==> config.mk <==
export PLATFORM = sky130hd
export DESIGN_NAME = alu_seq_unit
export DESIGN_NICKNAME = d
export VERILOG_FILES = /design/src/rtl/alu_pkg.sv /design/src/rtl/alu_mul_iter.sv /design/src/rtl/alu_seq_unit.sv
export SDC_FILE = /design/constraint.sdc
export NUM_CORES = 1
export LEC_CHECK = 0
export ABC_AREA = 1
export BUFFER_PORTS_ARGS = -buffer_cell sky130_fd_sc_hd__buf_2
export CORE_MARGIN = 5
export CORE_UTILIZATION = 47
export CTS_CLUSTER_SIZE = 12
export DETAILED_ROUTE_END_ITERATION = 12
export PLACE_DENSITY = 0.74
export SYNTH_ARGS = -nofsm -noshare
export SYNTH_HDL_FRONTEND = slang
export SYNTH_SLANG_ARGS = --single-unit
export TNS_END_PERCENT = 30
==> constraint.sdc <==
create_clock -name clk -period 3.4 [get_ports clk]
set_input_delay 0.34 -clock clk [delete_from_list [all_inputs] [get_ports clk]]
set_output_delay 0.34 -clock clk [all_outputs]
set_load 0.05 [all_outputs]
==> src/rtl/alu_pkg.sv <==
// rtl/alu_pkg.sv - opcode and FSM state definitions shared by the sequential ALU
package alu_pkg;

  localparam logic [3:0] OP_AND = 4'd0;
  localparam logic [3:0] OP_OR  = 4'd1;
  localparam logic [3:0] OP_ADD = 4'd2;
  localparam logic [3:0] OP_XOR = 4'd3;
  localparam logic [3:0] OP_SUB = 4'd4;
  localparam logic [3:0] OP_SLT = 4'd5;
  localparam logic [3:0] OP_SLL = 4'd6;
  localparam logic [3:0] OP_SRL = 4'd7;
  localparam logic [3:0] OP_SRA = 4'd8;
  localparam logic [3:0] OP_MUL = 4'd9;

  typedef enum logic [1:0] {
    ST_IDLE = 2'd0,
    ST_MUL  = 2'd1,
    ST_HOLD = 2'd2
  } state_e;

endpackage

==> src/rtl/alu_mul_iter.sv <==
// rtl/alu_mul_iter.sv - iterative shift-add multiplier, one partial product per cycle
module alu_mul_iter #(
  parameter int WIDTH = 32
) (
  input  logic             clk,
  input  logic             rst,
  input  logic             start,
  input  logic [WIDTH-1:0] a,
  input  logic [WIDTH-1:0] b,
  output logic             done,
  output logic [WIDTH-1:0] prod
);

  localparam int CNT_W = $clog2(WIDTH);

  logic             busy_q,   busy_d;
  logic [WIDTH-1:0] mcand_q,  mcand_d;
  logic [WIDTH-1:0] mplier_q, mplier_d;
  logic [WIDTH-1:0] acc_q,    acc_d;
  logic [CNT_W-1:0] cnt_q,    cnt_d;
  logic [WIDTH-1:0] acc_next;

  // The last step is folded into prod combinationally so the product is ready on the done cycle.
  assign acc_next = acc_q + (mplier_q[0] ? mcand_q : '0);
  assign done     = busy_q && (cnt_q == CNT_W'(WIDTH - 1));
  assign prod     = acc_next;

  // Next-state for the shift-add datapath: load on start, otherwise step while busy.
  always_comb begin
    busy_d   = busy_q;
    mcand_d  = mcand_q;
    mplier_d = mplier_q;
    acc_d    = acc_q;
    cnt_d    = cnt_q;
    if (start) begin
      busy_d   = 1'b1;
      mcand_d  = a;
      mplier_d = b;
      acc_d    = '0;
      cnt_d    = '0;
    end else if (busy_q) begin
      acc_d    = acc_next;
      mcand_d  = mcand_q << 1;
      mplier_d = mplier_q >> 1;
      cnt_d    = cnt_q + 1'b1;
      if (done) begin
        busy_d = 1'b0;
      end
    end
  end

  // Datapath registers; reset discards any multiply in flight.
  always_ff @(posedge clk) begin
    if (rst) begin
      busy_q   <= 1'b0;
      mcand_q  <= '0;
      mplier_q <= '0;
      acc_q    <= '0;
      cnt_q    <= '0;
    end else begin
      busy_q   <= busy_d;
      mcand_q  <= mcand_d;
      mplier_q <= mplier_d;
      acc_q    <= acc_d;
      cnt_q    <= cnt_d;
    end
  end

endmodule

==> src/rtl/alu_seq_unit.sv <==
// rtl/alu_seq_unit.sv - handshaked registered ALU with iterative multiply and status flags
module alu_seq_unit
  import alu_pkg::*;
#(
  parameter int WIDTH  = 32,
  parameter int MUL_EN = 1
) (
  input  logic             clk,
  input  logic             rst,
  input  logic             in_valid,
  output logic             in_ready,
  input  logic [WIDTH-1:0] a,
  input  logic [WIDTH-1:0] b,
  input  logic [3:0]       op,
  output logic             out_valid,
  input  logic             out_ready,
  output logic [WIDTH-1:0] result,
  output logic             zero,
  output logic             carry,
  output logic             ovf,
  output logic             neg,
  output logic             illegal
);

  localparam int SHAMT_W = $clog2(WIDTH);

  state_e           state_q, state_d;
  logic             out_valid_q, out_valid_d;
  logic [WIDTH-1:0] result_q, result_d;
  logic             zero_q, zero_d, carry_q, carry_d, ovf_q, ovf_d;
  logic             neg_q, neg_d, illegal_q, illegal_d;

  logic             accept, is_mul, mul_done;
  logic [WIDTH-1:0] mul_prod;
  logic [SHAMT_W-1:0] shamt;
  logic [WIDTH:0]   sum, diff;
  logic [WIDTH-1:0] alu_res, ld_res;
  logic             alu_c, alu_v, alu_ill, ld_c, ld_v, ld_ill;

  assign in_ready = !rst && (state_q == ST_IDLE) && (!out_valid_q || out_ready);
  assign accept   = in_valid && in_ready;
  assign is_mul   = (op == OP_MUL) && (MUL_EN != 0);
  assign shamt    = b[SHAMT_W-1:0];
  assign sum      = {1'b0, a} + {1'b0, b};
  assign diff     = {1'b0, a} - {1'b0, b};

  alu_mul_iter #(.WIDTH(WIDTH)) u_mul (
    .clk   (clk),
    .rst   (rst),
    .start (accept && is_mul),
    .a     (a),
    .b     (b),
    .done  (mul_done),
    .prod  (mul_prod)
  );

  // Single-cycle operations; the extra bit of sum/diff is carry-out or borrow.
  always_comb begin
    alu_res = '0;
    alu_c   = 1'b0;
    alu_v   = 1'b0;
    alu_ill = 1'b0;
    case (op)
      OP_AND: alu_res = a & b;
      OP_OR:  alu_res = a | b;
      OP_XOR: alu_res = a ^ b;
      OP_ADD: begin
        alu_res = sum[WIDTH-1:0];
        alu_c   = sum[WIDTH];
        alu_v   = (a[WIDTH-1] == b[WIDTH-1]) && (sum[WIDTH-1] != a[WIDTH-1]);
      end
      OP_SUB: begin
        alu_res = diff[WIDTH-1:0];
        alu_c   = diff[WIDTH];
        alu_v   = (a[WIDTH-1] != b[WIDTH-1]) && (diff[WIDTH-1] != a[WIDTH-1]);
      end
      OP_SLT: alu_res = {{(WIDTH-1){1'b0}}, ($signed(a) < $signed(b))};
      OP_SLL: alu_res = a << shamt;
      OP_SRL: alu_res = a >> shamt;
      OP_SRA: alu_res = $unsigned($signed(a) >>> shamt);
      OP_MUL: alu_ill = (MUL_EN == 0);
      default: alu_ill = 1'b1;
    endcase
  end

  // Value to load into the output register: multiplier product when finishing MUL, else ALU.
  always_comb begin
    ld_res = alu_res;
    ld_c   = alu_c;
    ld_v   = alu_v;
    ld_ill = alu_ill;
    if (state_q == ST_MUL) begin
      ld_res = mul_prod;
      ld_c   = 1'b0;
      ld_v   = 1'b0;
      ld_ill = 1'b0;
    end
  end

  // FSM next state and output-register next values; defaults hold everything.
  always_comb begin
    state_d     = state_q;
    out_valid_d = out_valid_q;
    result_d    = result_q;
    zero_d      = zero_q;
    carry_d     = carry_q;
    ovf_d       = ovf_q;
    neg_d       = neg_q;
    illegal_d   = illegal_q;
    case (state_q)
      ST_IDLE: begin
        if (accept && is_mul) begin
          state_d     = ST_MUL;
          out_valid_d = 1'b0;
        end else if (accept) begin
          out_valid_d = 1'b1;
        end else if (out_ready) begin
          out_valid_d = 1'b0;
        end
      end
      ST_MUL: begin
        if (mul_done) begin
          state_d     = ST_HOLD;
          out_valid_d = 1'b1;
        end
      end
      ST_HOLD: begin
        if (out_ready) begin
          state_d     = ST_IDLE;
          out_valid_d = 1'b0;
        end
      end
      default: state_d = ST_IDLE;
    endcase
    if ((state_q == ST_IDLE && accept && !is_mul) || (state_q == ST_MUL && mul_done)) begin
      result_d  = ld_res;
      zero_d    = (ld_res == '0);
      carry_d   = ld_c;
      ovf_d     = ld_v;
      neg_d     = ld_res[WIDTH-1];
      illegal_d = ld_ill;
    end
  end

  // State and output registers; reset clears everything including flags.
  always_ff @(posedge clk) begin
    if (rst) begin
      state_q     <= ST_IDLE;
      out_valid_q <= 1'b0;
      result_q    <= '0;
      zero_q      <= 1'b0;
      carry_q     <= 1'b0;
      ovf_q       <= 1'b0;
      neg_q       <= 1'b0;
      illegal_q   <= 1'b0;
    end else begin
      state_q     <= state_d;
      out_valid_q <= out_valid_d;
      result_q    <= result_d;
      zero_q      <= zero_d;
      carry_q     <= carry_d;
      ovf_q       <= ovf_d;
      neg_q       <= neg_d;
      illegal_q   <= illegal_d;
    end
  end

  assign out_valid = out_valid_q;
  assign result    = result_q;
  assign zero      = zero_q;
  assign carry     = carry_q;
  assign ovf       = ovf_q;
  assign neg       = neg_q;
  assign illegal   = illegal_q;

endmodule

==> results.yml <==
run_status:
  status: "completed"
setup_path:
  critPathCaptureType: "flip-flop"
  critPathLaunchType: "flip-flop"
  rr_endpoint: "zero"
  r2r_start: "u_mul.mplier_q[0]"
  worstPathArrival_ns: 3.61
  reg2reg_depth: 20
  ff2ff_setup_slack_ns: 0.21
  worstPathRequired_ns: 3.82
  crit_start: "u_mul.mplier_q[0]"
  crit_path_end: "zero"
  setup.worst_path.class: "flip-flop to flip-flop"
  crit_path_max_fanout: 4
floorplan:
  num_rows: 73
  io_pins: 111
  die_h_um: 210
  dieArea_mm2: 0.0441
  die_w_um: 210
  core_mm2: 0.0396
  initial_utilization_pct: 47.4
logic_synthesis:
  synth_enable_flop_cells: 0
  synth_flop_cell: "dfxtp_1"
  synth_common_cells: "nand2_1 (1,069), nand3_1 (568), inv_1 (478)"
  yosys_warnings: 0
  yosys.area.top_type_share_pct: 21.3
  ys_types: 48
  synth-xor-area-share_pct: 0.931
  synth_top_area_cell: "nand2_1"
  syn_nets: 3665
  synth-seq-area-share_pct: 15.0
  synth_compound_area_share_pct: 13.4
  synthMuxAreaShare_pct: 0
  yosys.area_share.simple_pct: 46.8
  yosys-top-cells-area: "nand2_1 (21%), nand3_1 (15%), dfxtp_1 (15%)"
  synth_top_family_by_area: "simple AND/OR/NAND/NOR gates"
  synthCells: 3444
  syn_area_per_cell_um2: 5.46
  async_flop_share_pct: 0
  synth_fa_ha_area_share_pct: 10.0
  synth_area_mm2: 0.0188
  yosysMostFrequentCell: "nand2_1"
  ys_ff_latch: 141
cells_and_area:
  fillers: 4382
  drive_gt1_share_pct: 11.6
  fin_nets: 3846
  syn2layout_area_growth_pct: 15.2
power:
  peakVddDrop_mv: 0.359
  power.density_mw_per_mm2: 309
  leakage_nw: 11.8
worst_hold_path:
  hold_class: "input port to flip-flop"
routing:
  drt_iter0_drc: 3004
  route.met3.wl_um: 11300
  wirelength_um: 93700
  viasPerCell: 5.84
  routed.top_layer: "met5"
  ant_nets: 0
  wl_per_cell_um: 22.5
  vias: 24300
  wl_met1_um: 37300
  drt-pass1-iter-count: 7
  wl_met2_um: 38400
  drc: 0
timing:
  max_clock_freq_ghz: 0.313
  hold_ws_ns: 0.148
  finalHoldViolations: 0
  timing.slew.headroom_pct: 44.0
  worst_pin_slew_ns: 0.840
  finalCriticalPeriod_ns: 3.19
  skew_ns: 0.0162
  setup_viol: 0
  setup_tns_ns: 0
  fin_crit_sh_pct: 94.0
  maxSlewViolCount: 0
cts:
  clock_path_buffers: 2
  cts_buffers: 17
  htreeDepth: 4
  clock_sinks: 141
  insertion_delay_ns: 0.50
  tritoncts: "built"
  root_buffer: "clkbuf_16"
  hold_buffers: 0
  post-cts-setup-buffer-count: 0
  path_clk_slew_ns: 0.07
placement:
  gp_congestion: 1.16
  io_buffers: 110
  dp_hpwl_um: 75700
global_route:
  grt_pass1_wl_um: 138000
  grt_max_degree: 94
  grt_pass1_vias: 22700
  gr-total-overflow: 0
  track_usage_pct: 41.1
  antenna_found_initial: 6
run:
  cap_violations: 0
-- worst min path at each step --
stage / startpoint / end / slack (ns) / cells past startpoint
after floorplan: u_mul.mplier_q[31] / u_mul.mplier_q[31] / 0.44 / 2
after global placement: u_mul.mplier_q[31] / u_mul.mplier_q[31] / 0.45 / 2
after detailed placement: illegal / illegal / 0.46 / 2
after CTS: b[23] / u_mul.mplier_q[23] / 0.14 / 3
after global routing: b[22] / u_mul.mplier_q[22] / 0.17 / 3
final: b[23] / u_mul.mplier_q[23] / 0.15 / 3
-- per-stage QoR --
| stage | power, mW | worst slack, ns | std cells | utilization (%) | instance area [um^2] |
|---|---|---|---|---|---|
| 3_3_place_gp | 4.64 | 0.0143 | 4130 | 53.0 | 21000 |
| 2_1_floorplan | 3.50 | 0.381 | 3444 | - | 18800 |
| 4_1_cts | 6.61 | 0.219 | 4162 | 54.5 | 21600 |
| 6_report | 6.69 | 0.205 | 4167 | 54.7 | 21700 |
| 5_1_grt | 6.99 | -0.0587 | 4163 | 54.6 | 21700 |
| 3_5_place_dp | 4.64 | 0.0363 | 4130 | 53.0 | 21000 |
-- area by class of cell --
class	instances	area, um^2	area share [%]
Multi-Input combinational cell	2651	13400	62.0
Sequential cell	141	2830	13.1
Timing Repair Buffer	324	2310	10.7
Inverter	490	1840	8.51
Tap cell	525	657	3.03
Clock buffer	18	450	2.08
Clock inverter	14	138	0.635
Antenna cell	4	10.0	0.0462
-- power by group --
part | total [mW] | switching, mW | internal, mW
registers | 1.78 | 0.0490 | 1.73
clock network | 1.98 | 0.966 | 1.02
logic | 2.94 | 2.06 | 0.875
-- layout by cell type (no fill, tap or decap), types with 12 or more instances in the layout --
cell type | netlist | layout
nand2_1 | 1069 | 1066
nand3_1 | 568 | 567
inv_1 | 478 | 476
nor2_1 | 280 | 277
buf_4 | 10 | 202
ha_1 | 146 | 146
dfxtp_1 | 141 | 139
a21oi_1 | 136 | 135
o21ai_0 | 110 | 110
buf_2 | 54 | 110
nor3_1 | 45 | 45
nand4_1 | 36 | 36
a31oi_1 | 36 | 35
o21bai_1 | 35 | 35
o22ai_1 | 27 | 27
o2111ai_1 | 22 | 22
o211ai_1 | 21 | 21
clkbuf_16 | 0 | 19
nand2_2 | 15 | 18
a221oi_1 | 15 | 15
inv_2 | 10 | 12
nand3b_1 | 12 | 12
-- routing by layer --
layer / vias up / track usage, %
li1: 11500 / -
met5: - / 0
met4: 8 / 23.9
met2: 1428 / 61.2
met3: 315 / 12.1
met1: 11100 / 52.8
-- state kept, by name, summed over array words and instances (netlist names) --
| register | flops |
|---|---|
| result | 32 |
| u_mul.acc_q | 32 |
| u_mul.mcand_q | 32 |
| u_mul.mplier_q | 32 |
| u_mul.cnt_q | 5 |
| state_q | 2 |
| carry | 1 |
| illegal | 1 |
| out_valid | 1 |
| ovf | 1 |
| u_mul.busy_q | 1 |
| zero | 1 |
-- cell families after synthesis --
group                      Yosys count
DFF                                141
AOI/OAI and AO/OA                  422
and+or+nand+nor                   2060
buffers and inverters              652
xor gates and xnor gates            20
adders and majority gates          149
-- critical path, cell delays in order, from the launching register on --
cell and delay (ns):
dfxtp_4 0.42, nand2_1 0.06, inv_1 0.05, ha_1 0.15, inv_1 0.06, fa_1 0.43
nand3b_1 0.18, nand2_1 0.13, nand2_1 0.06, nand2_1 0.15, nand2_1 0.07, nand2_1 0.19
a21oi_1 0.16, or2_2 0.31, nand3_1 0.09, nand2_1 0.08, nor2_1 0.11, nand2_1 0.06
nor2_1 0.11, nand4_1 0.10, a21oi_1 0.13
-- repair_timing --
| action | CTS | global route |
|---|---|---|
| setup endpoints to repair | 0 | 1 |
| endpoints found under the hold margin | 0 | 0 |
| gates resized for setup | 0 | 10 |
No activity file was read; power rests on OpenSTA's default activity.
